--- src/rtl/header_loader_if.sv ---
// Byte-stream and header-store signals between the USB receive path, the
// header loader and the mining controller.
interface header_loader_if #(
    parameter int ADDR_W = 7
);
    logic              start;
    logic              rx_valid;
    logic [7:0]        rx_data;
    logic              rx_ready;
    logic              header_ack;
    logic              o_data_en;
    logic [7:0]        o_data;
    logic [ADDR_W-1:0] o_data_sel;
    logic [ADDR_W-1:0] byte_count;
    logic              header_ready;
    logic              load_error;

    modport master (
        output start, rx_valid, rx_data, header_ack,
        input  rx_ready, o_data_en, o_data, o_data_sel, byte_count,
               header_ready, load_error
    );

    modport slave (
        input  start, rx_valid, rx_data, header_ack,
        output rx_ready, o_data_en, o_data, o_data_sel, byte_count,
               header_ready, load_error
    );
endinterface

--- src/rtl/header_loader.sv ---
// Write-side front end of the 80-byte block-header store: numbers incoming
// bytes, strobes them into the store and reports frame completion or timeout.
module header_loader #(
    parameter int HEADER_BYTES   = 80,
    parameter int ADDR_W         = 7,
    parameter int TIMEOUT_CYCLES = 1024
) (
    input  logic            clk,
    input  logic            rst,
    header_loader_if.slave  bus
);
    localparam int TW = $clog2(TIMEOUT_CYCLES + 1);

    typedef enum logic [1:0] {IDLE, LOAD, DONE, ERROR} state_t;

    state_t          state;
    state_t          state_next;
    logic [TW-1:0]   timeout_count;
    logic            handshake;
    logic            last_byte;
    logic            timeout_hit;

    always_comb begin
        state_next   = state;
        bus.rx_ready = 1'b0;
        handshake    = 1'b0;
        last_byte    = 1'b0;
        timeout_hit  = 1'b0;
        case (state)
            IDLE: begin
                if (bus.start) state_next = LOAD;
            end
            LOAD: begin
                bus.rx_ready = !bus.start;
                handshake    = bus.rx_valid && !bus.start;
                last_byte    = handshake && (bus.byte_count == ADDR_W'(HEADER_BYTES - 1));
                timeout_hit  = !bus.start && !handshake &&
                               (timeout_count == TW'(TIMEOUT_CYCLES - 1));
                if (last_byte)        state_next = DONE;
                else if (timeout_hit) state_next = ERROR;
            end
            DONE: begin
                if (bus.header_ack) state_next = IDLE;
            end
            ERROR: begin
                if (bus.start) state_next = LOAD;
            end
            default: state_next = IDLE;
        endcase
    end

    // Strobe, address and data are registered so the store sees them aligned.
    always_ff @(posedge clk) begin
        if (rst) begin
            state            <= IDLE;
            timeout_count    <= '0;
            bus.o_data_en    <= 1'b0;
            bus.o_data       <= '0;
            bus.o_data_sel   <= '0;
            bus.byte_count   <= '0;
            bus.header_ready <= 1'b0;
            bus.load_error   <= 1'b0;
        end else begin
            state         <= state_next;
            bus.o_data_en <= handshake;
            case (state)
                IDLE: begin
                    if (bus.start) begin
                        bus.byte_count <= '0;
                        timeout_count  <= '0;
                        bus.load_error <= 1'b0;
                    end
                end
                LOAD: begin
                    if (bus.start) begin
                        bus.byte_count <= '0;
                        timeout_count  <= '0;
                    end else if (handshake) begin
                        bus.o_data     <= bus.rx_data;
                        bus.o_data_sel <= bus.byte_count;
                        if (bus.byte_count != ADDR_W'(HEADER_BYTES))
                            bus.byte_count <= bus.byte_count + ADDR_W'(1);
                        timeout_count <= '0;
                    end else if (timeout_hit) begin
                        bus.load_error <= 1'b1;
                    end else begin
                        timeout_count <= timeout_count + TW'(1);
                    end
                end
                // header_ready rises one cycle after the final strobe lands.
                DONE: begin
                    if (bus.header_ack) begin
                        bus.header_ready <= 1'b0;
                        bus.byte_count   <= '0;
                    end else begin
                        bus.header_ready <= 1'b1;
                    end
                end
                ERROR: begin
                    if (bus.start) begin
                        bus.load_error <= 1'b0;
                        bus.byte_count <= '0;
                        timeout_count  <= '0;
                    end
                end
                default: ;
            endcase
        end
    end
endmodule

--- src/flat_wrapper.sv ---
// flat-port wrapper written by rule: the top's interface ports become plain ports
module header_loader_flat 
#(
    parameter int HEADER_BYTES   = 80,
    parameter int ADDR_W         = 7,
    parameter int TIMEOUT_CYCLES = 1024
)
  (clk, rst, bus_start, bus_rx_valid, bus_rx_data, bus_header_ack, bus_rx_ready, bus_o_data_en, bus_o_data, bus_o_data_sel, bus_byte_count, bus_header_ready, bus_load_error);
  header_loader_if #(.ADDR_W(ADDR_W)) bus_i ();
  input  logic clk;
  input  logic rst;
  input wire logic [$bits(bus_i.start)-1:0] bus_start;
  input wire logic [$bits(bus_i.rx_valid)-1:0] bus_rx_valid;
  input wire logic [$bits(bus_i.rx_data)-1:0] bus_rx_data;
  input wire logic [$bits(bus_i.header_ack)-1:0] bus_header_ack;
  output wire logic [$bits(bus_i.rx_ready)-1:0] bus_rx_ready;
  output wire logic [$bits(bus_i.o_data_en)-1:0] bus_o_data_en;
  output wire logic [$bits(bus_i.o_data)-1:0] bus_o_data;
  output wire logic [$bits(bus_i.o_data_sel)-1:0] bus_o_data_sel;
  output wire logic [$bits(bus_i.byte_count)-1:0] bus_byte_count;
  output wire logic [$bits(bus_i.header_ready)-1:0] bus_header_ready;
  output wire logic [$bits(bus_i.load_error)-1:0] bus_load_error;
  assign bus_i.start = bus_start;
  assign bus_i.rx_valid = bus_rx_valid;
  assign bus_i.rx_data = bus_rx_data;
  assign bus_i.header_ack = bus_header_ack;
  assign bus_rx_ready = bus_i.rx_ready;
  assign bus_o_data_en = bus_i.o_data_en;
  assign bus_o_data = bus_i.o_data;
  assign bus_o_data_sel = bus_i.o_data_sel;
  assign bus_byte_count = bus_i.byte_count;
  assign bus_header_ready = bus_i.header_ready;
  assign bus_load_error = bus_i.load_error;
  header_loader #(.HEADER_BYTES(HEADER_BYTES), .ADDR_W(ADDR_W), .TIMEOUT_CYCLES(TIMEOUT_CYCLES)) u_core (.clk(clk), .rst(rst), .bus(bus_i));
endmodule
--- config.mk ---
export PLATFORM = sky130hd
export DESIGN_NAME = header_loader_flat
export DESIGN_NICKNAME = d
export VERILOG_FILES = /design/src/rtl/header_loader_if.sv /design/src/rtl/header_loader.sv /design/src/flat_wrapper.sv
export SDC_FILE = /design/constraint.sdc
export NUM_CORES = 1
export LEC_CHECK = 0
export ABC_AREA = 1
export CORE_MARGIN = 1.5
export CORE_UTILIZATION = 40
export DETAILED_ROUTE_END_ITERATION = 8
export GPL_ROUTABILITY_DRIVEN = 0
export GPL_TIMING_DRIVEN = 0
export PLACE_DENSITY = 0.65
export SLEW_MARGIN = 25
export SYNTH_ARGS = -nofsm -noshare
export SYNTH_HDL_FRONTEND = slang
export SYNTH_SLANG_ARGS = --single-unit
--- constraint.sdc ---
create_clock -name clk -period 2.3 [get_ports clk]
set_input_delay 0.575 -clock clk [delete_from_list [all_inputs] [get_ports clk]]
set_output_delay 0.575 -clock clk [all_outputs]
set_load 0.01 [all_outputs]
==> flow_metrics.env, run 1 <==
export IMPL_post_cts_setup_buffers=0
export IMPL_p_int_uw=1290
export IMPL_areaGrowthSynthToFinish_pct=29.63
export IMPL_syn_nets=298
export IMPL_synth_seq_cells=38
export IMPL_antenna_found_initial=0
export IMPL_hold_depth=2
export IMPL_synth_area_leaders="dfxtp_1 41%, nand2_1 17%, inv_1 7.4%, a21oi_1 7.2%, nand3_1 6.2%"
export IMPL_end_kind="output pin"
export IMPL_clk_latency_ns=0.29
export IMPL_routedWlPerCell_um=11.58
export IMPL_seq_power_share_pct=36.9
export IMPL_worstSetupPathType="reg -> out"
export IMPL_finalHoldViolations=0
export IMPL_clk_pin_slew_ns=0.08
export IMPL_core_um2=4414
export IMPL_required_ns=1.73
export IMPL_worst_pin_slew_ns=0.4661
export IMPL_cp_num_cells=5
export IMPL_port_buffers=37
export IMPL_die_w_um=71.39
export IMPL_worstPathCellList="inv_1, ha_2, inv_1, nor2_4, dlygate4sd2_1"
export IMPL_vias=1807
export IMPL_n_antenna_cell=0
export IMPL_cts_resized=4
export IMPL_via_per_inst=4.806
export IMPL_grt_first_pass_wirelength_um=7272
export IMPL_cts_htree_levels=2
export IMPL_synth_edf_count=0
export IMPL_async_flop_share_pct=0
export IMPL_multi_input_area_um2=949.7
export IMPL_synth_seq_area_share_pct=40.67
export IMPL_crit_slowest_cell="dfxtp_1"
export IMPL_yosysWarnings=0
export IMPL_ys_flop_type="dfxtp_1"
export IMPL_fillerInstances=442
export IMPL_grt_max_degree=14
export IMPL_fin_skew_ns=0.001684
export IMPL_drt_total_wl_um=4355
export IMPL_synth_cell_types=23
export IMPL_hold_buffers=0
export IMPL_max_stage_delay_ns=0.33
export IMPL_swShare_pct=36.41
export IMPL_maxCapViolCount=0
export IMPL_crit_top_cell="inv_1"
export IMPL_leakage_uw=0.001047
export IMPL_rows=24
export IMPL_postRouteAntennaNets=0
export IMPL_yosys_area_top_type="dfxtp_1"
export IMPL_vdd_drop_max_v=0.0004678
export IMPL_rsz0062_at_grt="false"
export IMPL_grt_pass1_vias=1592
export IMPL_dieArea_um2=5096
export IMPL_ios=39
export IMPL_overflow=0
export IMPL_register_area_um2=760.7
export IMPL_fp_dieH_um=71.39
export IMPL_avgSynthCellArea_um2=6.704
export IMPL_hold_path_class="reg -> reg"
export IMPL_fin_nets=342
export IMPL_initial_core_util_pct=42.38
export IMPL_netlist_area_um2=1871
export IMPL_syn_inst=279
export IMPL_yosys_area_top_type_share_pct=40.67
export IMPL_crit_fanout=6
export IMPL_drtPass1Iterations=4
export IMPL_cts_max_path_buffers=2
export IMPL_max_freq_ghz=0.4889
export IMPL_slew_headroom_pct=68.93
export IMPL_r2r_cells=9
export IMPL_numCtsBuffers=5
export IMPL_grt_usage_pct=17.84
export IMPL_path_delay_family="buffers and inverters"
export IMPL_min_period_ns=2.045
export IMPL_power_density_nw_per_um2=836.8
export IMPL_hold_ws_ns=0.4657
export IMPL_instances_no_fill=376
export IMPL_dp_hpwl_um=3153
export IMPL_status="completed"
export IMPL_cp_arrival_ns=1.47
export IMPL_clock_sinks=38
export IMPL_clockPowerShare_pct=28.7
export IMPL_power_frac_comb_pct=34.4
export IMPL_dp_cells=368
export IMPL_slew_viol_final=0
export IMPL_first_iter_violations=80
export IMPL_drc_errors=0
export IMPL_drive_above_1_share_pct=6.173
export IMPL_startpoint_type="flop"
export IMPL_cts_root_buf="clkbuf_8"
export IMPL_crit_buf_inv=3
export IMPL_min_period_over_period_pct=88.93
export IMPL_p_switching_uw=738.9
export IMPL_setup_violations=0
export IMPL_cts_tree="built"
synth_stat cells (3+ instances only):
| master | n |
|---|---|
| o21ai_0 | 12 |
| inv_1 | 37 |
| clkbuf_1 | 4 |
| nand2_1 | 86 |
| dfxtp_1 | 38 |
| nand2_4 | 3 |
| nor2_1 | 24 |
| a21oi_1 | 27 |
| nand4_1 | 3 |
| ha_1 | 6 |
| nand3_1 | 23 |
registers in the layout (all words and copies together), names as in the netlist:
name                     flops
u_core.bus.byte_count        7
u_core.bus.o_data            8
u_core.bus.header_ready      1
u_core.bus.o_data_en         1
u_core.timeout_count        11
u_core.bus.load_error        1
u_core.bus.o_data_sel        7
u_core.state                 2
power by group through the flow:
stage / Combinational [uW] / Clock, uW / Sequential [uW]
3_5_place_dp: 695 / 0 / 764
3_3_place_gp: 692 / 0 / 764
6_report: 698 / 582 / 750
2_1_floorplan: 473 / 0 / 774
5_1_grt: 788 / 630 / 757
4_1_cts: 702 / 595 / 750
routing by layer:
metal | part of all wire, % | up-vias | global-route usage (%) | wire length, um
li1 | - | 968 | - | -
met1 | 49 | 782 | 23.80 | 2132
met2 | 42 | 49 | 28.19 | 1847
met3 | 7.3 | 8 | 5.204 | 317
met4 | 1.3 | 0 | 5.031 | 57
met5 | 0 | - | 0 | 0
logic make-up (layout without fill, tap and decap cells):
| logic type | count (synthesis) | count (layout) | synth area share, % |
|---|---|---|---|
| xor+xnor | 2 | 2 | 0.9366 |
| flops | 38 | 38 | 40.67 |
| compound gates | 42 | 42 | 11.77 |
| buf+inv | 44 | 89 | 8.963 |
| fa+ha+maj | 6 | 6 | 4.013 |
| simple gates | 147 | 147 | 33.65 |
layout by cell type (no fill, tap or decap), types with 2 or more instances in the layout:
cell,Yosys,layout
inv_1,37,37
ha_1,6,5
nand4_1,3,3
nand2_1,86,86
a21oi_1,27,27
nand2_4,3,3
nand3_1,23,23
clkbuf_1,4,4
nor2_1,24,24
clkbuf_8,0,5
xor2_1,2,2
o21ai_0,12,12
dfxtp_1,38,38
buf_2,2,2
nor3_1,2,2
clkinvlp_4,0,2
dlygate4sd2_1,0,2
clkdlybuf4s50_1,0,35
worst register-to-register path, cell delays in order (launching register included):
cell and delay, ns:
dfxtp_1 0.44, ha_1 0.23, nand3_1 0.13, nor2_1 0.24, nand3_1 0.23, nand2_4 0.18
nand2_4 0.10, inv_1 0.10, nand2_1 0.05, nand2_1 0.07
per-stage QoR:
step           area (um2)  setup TNS [ns]  utilization (%)  total power, uW  worst slack, ns
2_1_floorplan        1871               0                -             1246           0.7353
4_1_cts              2425               0            54.93             2047           0.2364
5_1_grt              2425               0            54.93             2175           0.1621
6_report             2425               0            54.93             2029           0.2545
3_3_place_gp         2306         -0.2450            52.24             1457          -0.2450
3_5_place_dp         2306         -0.2339            52.24             1459          -0.2339
cell type report:
cell class                 instances  area share [%]
buffer                             6           1.032
clock buffer                       5           2.838
clock inverter                     3           1.858
inverter                          38           5.882
multi-input combinational        197           39.16
sequential                        38           31.37
tap                               52           2.683
timing repair buffer              37           15.17
worst paths after layout:
| path | startpoint | slack [ns] | endpoint |
|---|---|---|---|
| min | u_core.bus.header_ready | 0.47 | u_core.bus.header_ready |
| max | u_core.state[1] | 0.25 | bus_rx_ready |
| min reg2reg | u_core.bus.header_ready | 0.47 | u_core.bus.header_ready |
| max reg2reg | u_core.timeout_count[0] | 0.48 | u_core.timeout_count[8] |
Power figures use the tool's default switching activity.
==> run 2: changes to the inputs <==
GPL_ROUTABILITY_DRIVEN = unset   (was 0)
==> results of run 2 <==
No change in the layout: final DEF, timing and power equal those of run 1.
==> run 3: changes to the inputs <==
TNS_END_PERCENT = 5   (was unset)
==> results of run 3 <==
No change in the layout: final DEF, timing and power equal those of run 1.
